**src/rtl/seq_pkg.sv**
```systemverilog
// Shared definitions for the serial pattern generator and the sequence detectors it drives.
package seq_pkg;

  typedef enum logic [1:0] {
    IDLE  = 2'd0,
    SHIFT = 2'd1,
    GAP   = 2'd2,
    DONE  = 2'd3
  } seq_state_t;

  // Reference pattern recognised by seq_det_101
  localparam logic [2:0] PAT_101     = 3'b101;
  localparam int         PAT_101_LEN = 3;

endpackage

```
**src/rtl/seq_piso.sv**
```systemverilog
// Parallel-load, MSB-first shift register. Load left-aligns din[len-1:0] and
// emits its top bit on the same edge; dout is registered and idles at IDLE_BIT.
module seq_piso #(
  parameter int   PAT_W    = 8,
  parameter int   LEN_W    = $clog2(PAT_W) + 1,
  parameter logic IDLE_BIT = 1'b0
) (
  input  logic             clock,
  input  logic             reset,
  input  logic             load,
  input  logic             shift,
  input  logic [LEN_W-1:0] len,
  input  logic [PAT_W-1:0] din,
  output logic             dout
);

  logic [PAT_W-1:0] sr;
  logic [PAT_W-1:0] aligned;
  logic [LEN_W-1:0] shamt;

  assign shamt   = LEN_W'(PAT_W) - len;
  assign aligned = din << shamt;

  always_ff @(posedge clock) begin
    if (reset) begin
      sr   <= '0;
      dout <= IDLE_BIT;
    end else if (load) begin
      dout <= aligned[PAT_W-1];
      sr   <= aligned << 1;
    end else if (shift) begin
      dout <= sr[PAT_W-1];
      sr   <= sr << 1;
    end else begin
      dout <= IDLE_BIT;
    end
  end

endmodule

```
**src/rtl/seq_gen_serial.sv**
```systemverilog
// Serial pattern transmitter: sends pattern[pat_len-1:0] MSB-first repeat_n+1 times.
// Define SEQ_GEN_GAP_EN to add gap_n idle cycles between repetitions.
module seq_gen_serial
  import seq_pkg::*;
#(
  parameter int   PAT_W    = 8,
  parameter int   LEN_W    = $clog2(PAT_W) + 1,
  parameter int   CNT_W    = 4,
  parameter logic IDLE_BIT = 1'b0
) (
  input  logic             clock,
  input  logic             reset,
  input  logic             start,
  input  logic [PAT_W-1:0] pattern,
  input  logic [LEN_W-1:0] pat_len,
  input  logic [CNT_W-1:0] repeat_n,
`ifdef SEQ_GEN_GAP_EN
  input  logic [CNT_W-1:0] gap_n,
`endif
  output logic             seq_out,
  output logic             seq_valid,
  output logic             busy,
  output logic             done
);

  seq_state_t       state, state_n;
  logic [PAT_W-1:0] pat_q, pat_n;
  logic [LEN_W-1:0] len_q, len_n, idx, idx_n, load_len;
  logic [CNT_W-1:0] rep_left, rep_n;
  logic [PAT_W-1:0] load_pat;
  logic             load, shift, vld_n, busy_n, done_n, len_ok;
`ifdef SEQ_GEN_GAP_EN
  logic [CNT_W-1:0] gap_q, gap_qn, gap_left, gap_left_n;
`endif

  assign len_ok = (pat_len != '0) && (pat_len <= LEN_W'(PAT_W));

  always_comb begin
    state_n  = state;
    pat_n    = pat_q;
    len_n    = len_q;
    idx_n    = idx;
    rep_n    = rep_left;
    load     = 1'b0;
    shift    = 1'b0;
    load_pat = pat_q;
    load_len = len_q;
    vld_n    = 1'b0;
    busy_n   = busy;
    done_n   = 1'b0;
`ifdef SEQ_GEN_GAP_EN
    gap_qn     = gap_q;
    gap_left_n = gap_left;
`endif
    case (state)
      IDLE: begin
        busy_n = 1'b0;
        if (start && len_ok) begin
          state_n  = SHIFT;
          load     = 1'b1;
          load_pat = pattern;
          load_len = pat_len;
          pat_n    = pattern;
          len_n    = pat_len;
          idx_n    = pat_len - LEN_W'(1);
          rep_n    = repeat_n;
          vld_n    = 1'b1;
          busy_n   = 1'b1;
`ifdef SEQ_GEN_GAP_EN
          gap_qn   = gap_n;
`endif
        end
      end
      SHIFT: begin
        if (idx != '0) begin
          shift = 1'b1;
          idx_n = idx - LEN_W'(1);
          vld_n = 1'b1;
        end else if (rep_left != '0) begin
          rep_n = rep_left - CNT_W'(1);
`ifdef SEQ_GEN_GAP_EN
          if (gap_q != '0) begin
            state_n    = GAP;
            gap_left_n = gap_q - CNT_W'(1);
          end else
`endif
          begin
            load  = 1'b1;
            idx_n = len_q - LEN_W'(1);
            vld_n = 1'b1;
          end
        end else begin
          state_n = DONE;
          done_n  = 1'b1;
        end
      end
`ifdef SEQ_GEN_GAP_EN
      GAP: begin
        if (gap_left == '0) begin
          state_n = SHIFT;
          load    = 1'b1;
          idx_n   = len_q - LEN_W'(1);
          vld_n   = 1'b1;
        end else begin
          gap_left_n = gap_left - CNT_W'(1);
        end
      end
`endif
      DONE: begin
        state_n = IDLE;
        busy_n  = 1'b0;
      end
      default: begin
        state_n = IDLE;
        busy_n  = 1'b0;
      end
    endcase
  end

  always_ff @(posedge clock) begin
    if (reset) begin
      state     <= IDLE;
      pat_q     <= '0;
      len_q     <= '0;
      idx       <= '0;
      rep_left  <= '0;
      seq_valid <= 1'b0;
      busy      <= 1'b0;
      done      <= 1'b0;
`ifdef SEQ_GEN_GAP_EN
      gap_q     <= '0;
      gap_left  <= '0;
`endif
    end else begin
      state     <= state_n;
      pat_q     <= pat_n;
      len_q     <= len_n;
      idx       <= idx_n;
      rep_left  <= rep_n;
      seq_valid <= vld_n;
      busy      <= busy_n;
      done      <= done_n;
`ifdef SEQ_GEN_GAP_EN
      gap_q     <= gap_qn;
      gap_left  <= gap_left_n;
`endif
    end
  end

  // seq_out comes straight from the shift register's output flop
  seq_piso #(
    .PAT_W   (PAT_W),
    .LEN_W   (LEN_W),
    .IDLE_BIT(IDLE_BIT)
  ) u_piso (
    .clock(clock),
    .reset(reset),
    .load (load),
    .shift(shift),
    .len  (load_len),
    .din  (load_pat),
    .dout (seq_out)
  );

endmodule

```
**config.mk**
```make
export PLATFORM = sky130hd
export DESIGN_NAME = seq_gen_serial
export DESIGN_NICKNAME = d
export VERILOG_FILES = /design/src/rtl/seq_pkg.sv /design/src/rtl/seq_piso.sv /design/src/rtl/seq_gen_serial.sv
export SDC_FILE = /design/constraint.sdc
export NUM_CORES = 1
export LEC_CHECK = 0
export CORE_ASPECT_RATIO = 0.8
export CORE_MARGIN = 3
export CORE_UTILIZATION = 60
export DETAILED_ROUTE_END_ITERATION = 8
export GPL_TIMING_DRIVEN = 0
export PLACE_DENSITY = 0.84
export SLEW_MARGIN = 20
export SYNTH_ARGS = -nofsm -noshare
export SYNTH_HDL_FRONTEND = slang
export SYNTH_SLANG_ARGS = --single-unit
```
**constraint.sdc**
```tcl
create_clock -name clock -period 4.2 [get_ports clock]
set_input_delay 0.42 -clock clock [delete_from_list [all_inputs] [get_ports clock]]
set_output_delay 0.42 -clock clock [all_outputs]
set_load 0.01 [all_outputs]
```
==> results of run 1 <==
-- Yosys cell counts, types with 5 or more instances --
library cell   n  share of area
a211oi_1      11          0.038
a21oi_1       23          0.053
and3_1         5          0.014
clkbuf_1      13          0.022
dfxtp_1       33           0.30
mux2_2         7          0.036
mux2i_1       19          0.087
nand2_1       14          0.024
nor2_1        36          0.062
nor3_1        13          0.030
nor4_1         5          0.014
o21ai_0        8          0.018
-- critical path: stages --
cell and delay [ps]:
clkdlybuf4s50_1 550, o31ai_1 540, and3_1 260, buf_6 190
buf_6 180, buf_4 230, mux2i_1 240, mux2i_1 100
a2bb2oi_1 230, a211oi_1 100
-- flip-flops by register name (all words and copies together), names as in the netlist --
register / flops
pat_q: 8
u_piso.sr: 7
idx: 4
len_q: 4
rep_left: 4
state: 2
busy: 1
done: 1
seq_valid: 1
u_piso.dout: 1
-- area by class of cell --
| type | count | area, um^2 |
|---|---|---|
| fill | 251 | 759 |
| clock inverter | 3 | 17.5 |
| timing repair buffer | 20 | 200 |
| clock buffer | 5 | 68.8 |
| multi-input combinational | 205 | 1410 |
| inverter | 4 | 15.0 |
| tap | 40 | 50.0 |
| buffer | 21 | 104 |
| sequential | 33 | 661 |
-- cell families after synthesis --
group | after synthesis | synth area share
flip-flops | 33 | 0.301
AND/OR/NAND/NOR | 94 | 0.219
AO/OA/AOI/OAI | 74 | 0.228
XOR/XNOR | 4 | 0.0160
adder cells (fa/ha/maj) | 2 | 0.0114
multiplexers | 31 | 0.170
buffers and inverters | 25 | 0.0542
-- final timing paths --
kind / to / slack, ps / depth (start not counted)
setup / recovery: u_piso.sr[5]$_SDFFE_PP0P_ / 1310 / 10
hold / removal: len_q[0]$_SDFF_PP0_ / 460 / 2
setup reg to reg: u_piso.sr[5]$_SDFFE_PP0P_ / 1680 / 9
hold reg to reg: u_piso.sr[1]$_SDFFE_PP0P_ / 490 / 2
-- per-stage QoR --
stage	util	cell area, um^2	total power [W]	std cells
final	0.769	2530	0.000894	331
after global routing	0.769	2530	0.000941	331
after CTS	0.769	2530	0.000891	331
after detailed placement	0.743	2440	0.000653	323
after global placement	0.743	2440	0.000644	323
after floorplan	-	2190	0.000574	263
-- layer usage --
layer	up-vias	share of wire	routed length, um	global-route usage
met5	-	0	0	0
met4	0	0.021	118	0.114
met3	13	0.074	425	0.0555
met2	91	0.44	2520	0.439
met1	999	0.47	2680	0.387
li1	1042	-	-	-
-- power by group --
part / internal, W / leakage [nW] / switching (W)
registers: 0.000342 / 0.270 / 0.0000215
clock network: 0.000114 / 0.0439 / 0.000126
logic: 0.000122 / 0.611 / 0.000168
total: 0.000578 / 0.925 / 0.000315
==> results.yml, run 1 <==
clock_network:
  clkTransAtPathRegs_ps: 70
  cts_made_buffers: 5
  cts_tree: "built"
  clkSinkCount: 33
  hold_buffers: 0
  root_buffer: "clkbuf_8"
  cts_resized: 0
  cts_max_path_buffers: 2
  clock_latency_ps: 290
  htreeDepth: 2
  cts_setup_buffers: 0
global_route:
  track_usage: 0.284
  grt_pass1_vias: 1966
  grt_overflow_total: 0
  antenna_found_initial: 0
  grt_max_degree: 12
  grt_pass1_wl_um: 9470
layout:
  drive_gt1_frac: 0.117
  layout_common_cells: "nor2_1 (36), dfxtp_1 (33), a21oi_1 (23)"
  antenna_cells: 0
  nets: 311
  final_common_cell: "nor2_1"
  synthToLayoutAreaGrowth_pct: 15.4
synth:
  synth_nets: 284
  async_reset_ff_frac: 0
  synth_cell_type_count: 54
  ys_warn_count: 0
  synth_seq_cells: 33
  netlist_area_um2: 2190
  syn_area_per_cell_um2: 8.33
  synth_flop_cell: "dfxtp_1"
  ys_seq_area_frac: 0.301
  syn_inst: 263
  synth_edf_count: 0
die:
  rows: 18
  pin_count: 23
  start_util: 0.667
  die_w_um: 73.6
  die-area_um2: 4420
  fp.dieH_um: 60.1
  core_area_um2: 3290
sta:
  fmax_mhz: 347
  fin_setup_tns_ps: 0
  maxSlewHeadroom: 0.464
  min_period_ps: 2890
  drv_slew: 0
  worst_pin_slew_ps: 798
  rsz0062_at_grt: "false"
  finalHoldViolations: 0
  worst_hold_slack_ps: 458
  finalCritPeriodShare: 0.687
  setup_viol: 0
  finClkSkew_ps: 4.32
  setup_ws_ps: 1310
drt:
  num_vias: 2145
  drcViolationCount: 0
  routed_wl_um: 5740
  post_drt_wl_per_cell_um: 17.4
  drtIter0Drc: 213
  vias_per_cell: 6.48
  antenna_left: 0
  firstDrtPassIters: 5
placement:
  gp_congestion: 0.898
  dp_hpwl_um: 4250
  io_buffers: 20
  dp_slack_ps: 1060
setup_path:
  critPathCaptureType: "flop"
  worstPathArrival_ps: 3040
  r2r_start: "state[1]$_SDFFE_PP0P_"
  cp-start-kind: "input pin"
  crit_start: "pat_len[2]"
  required_ps: 4360
  crit_fanout: 10
  path_class: "input pin to flop"
power_and_ir_drop:
  pwr_density_cell_nw_per_um2: 353
  leakage_nw: 0.925
  irDropWorstVdd_v: 0.000273
hold_path:
  hold_start: "reset"
  min_path_type: "input pin to flop"
run:
  maxCapViolations: 0
outcome:
  status: "finished clean"
Note: power is estimated with default switching activity, not from simulation.
==> run 2, diff against run 1 <==
--- a/config.mk
+++ b/config.mk
@@ -7,10 +7,10 @@
 export LEC_CHECK = 0
 export CORE_ASPECT_RATIO = 0.8
 export CORE_MARGIN = 3
-export CORE_UTILIZATION = 60
+export CORE_UTILIZATION = 51
 export DETAILED_ROUTE_END_ITERATION = 8
 export GPL_TIMING_DRIVEN = 0
-export PLACE_DENSITY = 0.84
+export PLACE_DENSITY = 0.76
 export SLEW_MARGIN = 20
 export SYNTH_ARGS = -nofsm -noshare
 export SYNTH_HDL_FRONTEND = slang
==> constraint.sdc (replaced) <==
create_clock -name clock -period 2.6 [get_ports clock]
set_input_delay 0.26 -clock clock [delete_from_list [all_inputs] [get_ports clock]]
set_output_delay 0.26 -clock clock [all_outputs]
set_load 0.01 [all_outputs]
==> results.yml, run 2 (same netlist as run 1, synthesis figures left out) <==
outcome:
  status: "finished clean"
global_route:
  grt_max_degree: 11
  met3_usage: 0.0556
  grt_pass1_vias: 1857
  grt.busiest_layer: "met1"
  grtUsageMet1: 0.341
  track_usage: 0.225
  grt_overflow_total: 0
  antenna_found_initial: 0
  met2_usage: 0.318
  grt_pass1_wl_um: 9070
drt:
  drtIter0Drc: 228
  firstDrtPassIters: 4
  antenna_left: 0
  post_drt_wl_per_cell_um: 15.8
  routed_wl_um: 5490
  num_vias: 2084
  drcViolationCount: 0
  vias_per_cell: 5.99
placement:
  gp_congestion: 0.872
  dp_hpwl_um: 3980
  placed_area_um2: 2460
  io_buffers: 20
layout:
  layout_common_cells: "nor2_1 (36), dfxtp_1 (33), a21oi_1 (23)"
  reg_top3: "pat_q x8, u_piso.sr x7"
  antenna_cells: 0
  final_common_cell: "nor2_1"
  synthToLayoutAreaGrowth_pct: 18.4
  fillers: 366
  nets: 313
  largest_reg_flops: 8
  drive_gt1_frac: 0.140
  fin_area_um2: 2600
  postLayoutCoreUtil: 0.657
  top_register: "pat_q"
clock_network:
  cts_max_path_buffers: 2
  htreeDepth: 2
  clkTransAtPathRegs_ps: 70
  root_buffer: "clkbuf_8"
  clkSinkCount: 33
  cts_made_buffers: 5
  cts_tree: "built"
  hold_buffers: 0
  clock_latency_ps: 280
sta:
  rsz0062_at_grt: "false"
  fmax_mhz: 406
  finalHoldViolations: 0
  finClkSkew_ps: 6.15
  drv_slew: 0
  fin_setup_tns_ps: 0
  setup_viol: 0
  finalCritPeriodShare: 0.948
  worst_pin_slew_ps: 818
  min_period_ps: 2470
  maxSlewHeadroom: 0.450
setup_path:
  worstPathArrival_ps: 2630
  critPathCaptureType: "flop"
  cp_top_family: "buffers and inverters"
  cp.buffers_inverters: 4
  crit_top_cell: "buf_6"
  path_class: "input pin to flop"
  path_cells: "clkdlybuf4s50_1 -> or4_4 -> and3_1 -> buf_6 -> buf_6 -> buf_4 -> o21a_1 -> o21ai_1 -> o41ai_1 -> a32o_1"
  critPathMaxStageDelay_ps: 500
  required_ps: 2760
  cp-start-kind: "input pin"
  crit_path_top_delay_cell: "clkdlybuf4s50_1"
  crit_fanout: 10
die:
  die-area_um2: 5130
  pin_count: 23
  core_area_um2: 3950
  start_util: 0.554
  rows: 20
  fp.dieH_um: 64.6
  die_w_um: 79.3
hold_path:
  min_path_type: "input pin to flop"
power_and_ir_drop:
  leakage_nw: 0.962
  pwr_density_cell_nw_per_um2: 551
  irDropWorstVdd_v: 0.000341
run:
  maxCapViolations: 0
## run 2: what timing repair did
action                                  4_1_cts  5_1_grt
setup buffers                                 0        2
gates resized for setup                       2       11
endpoints found under the hold margin         0        0
endpoints found under the setup margin        4       10
## run 2: power breakdown
part           switching, W  total, W  internal, W
Sequential        0.0000352  0.000588     0.000553
Combinational      0.000268  0.000473     0.000204
Clock              0.000184  0.000369     0.000185
Total              0.000487   0.00143     0.000943
## run 2: cell type report
| type | instances | area, um^2 | area share |
|---|---|---|---|
| plain buffers | 21 | 108 | 0.0414 |
| clock buffers | 6 | 72.6 | 0.0280 |
| clock inverters | 2 | 10.0 | 0.00386 |
| inverters | 4 | 15.0 | 0.00578 |
| multi-input cells | 205 | 1450 | 0.557 |
| flip-flops and latches | 33 | 661 | 0.254 |
| well taps | 55 | 68.8 | 0.0265 |
| repair buffers | 22 | 216 | 0.0834 |
## run 2: path summary, 6_finish.rpt
path	start	to	slack, ps	cells after the start
setup reg to reg	len_q[0]$_SDFF_PP0_	u_piso.sr[4]$_SDFFE_PP0P_	200	8
hold reg to reg	busy$_SDFFE_PP0N_	busy$_SDFFE_PP0N_	490	2
setup / recovery	pat_len[1]	u_piso.dout$_SDFF_PP0_	130	10
hold / removal	reset	len_q[0]$_SDFF_PP0_	330	2
## run 2: layer usage
layer	routed length, um	part of all wire
met1	2700	0.49
met2	2400	0.44
met3	375	0.068
met4	14	0.0026
met5	0	0
## run 2: through the flow
stage / total power, W / hold slack (ps) / setup slack, ps / cells
floorplan: 0.000927 / 399 / 397 / 263
global placement: 0.00104 / 474 / -435 / 338
detailed placement: 0.00105 / 479 / -416 / 338
CTS: 0.00142 / 328 / 27.4 / 346
global route: 0.00153 / 362 / 0.0600 / 348
finish: 0.00143 / 334 / 134 / 348
==> run 3, diff against run 2 <==
--- a/config.mk
+++ b/config.mk
@@ -11,7 +11,6 @@
 export DETAILED_ROUTE_END_ITERATION = 8
 export GPL_TIMING_DRIVEN = 0
 export PLACE_DENSITY = 0.76
-export SLEW_MARGIN = 20
 export SYNTH_ARGS = -nofsm -noshare
 export SYNTH_HDL_FRONTEND = slang
 export SYNTH_SLANG_ARGS = --single-unit
==> results of run 3 <==
Final layout, timing and power as in run 2 (identical DEF).
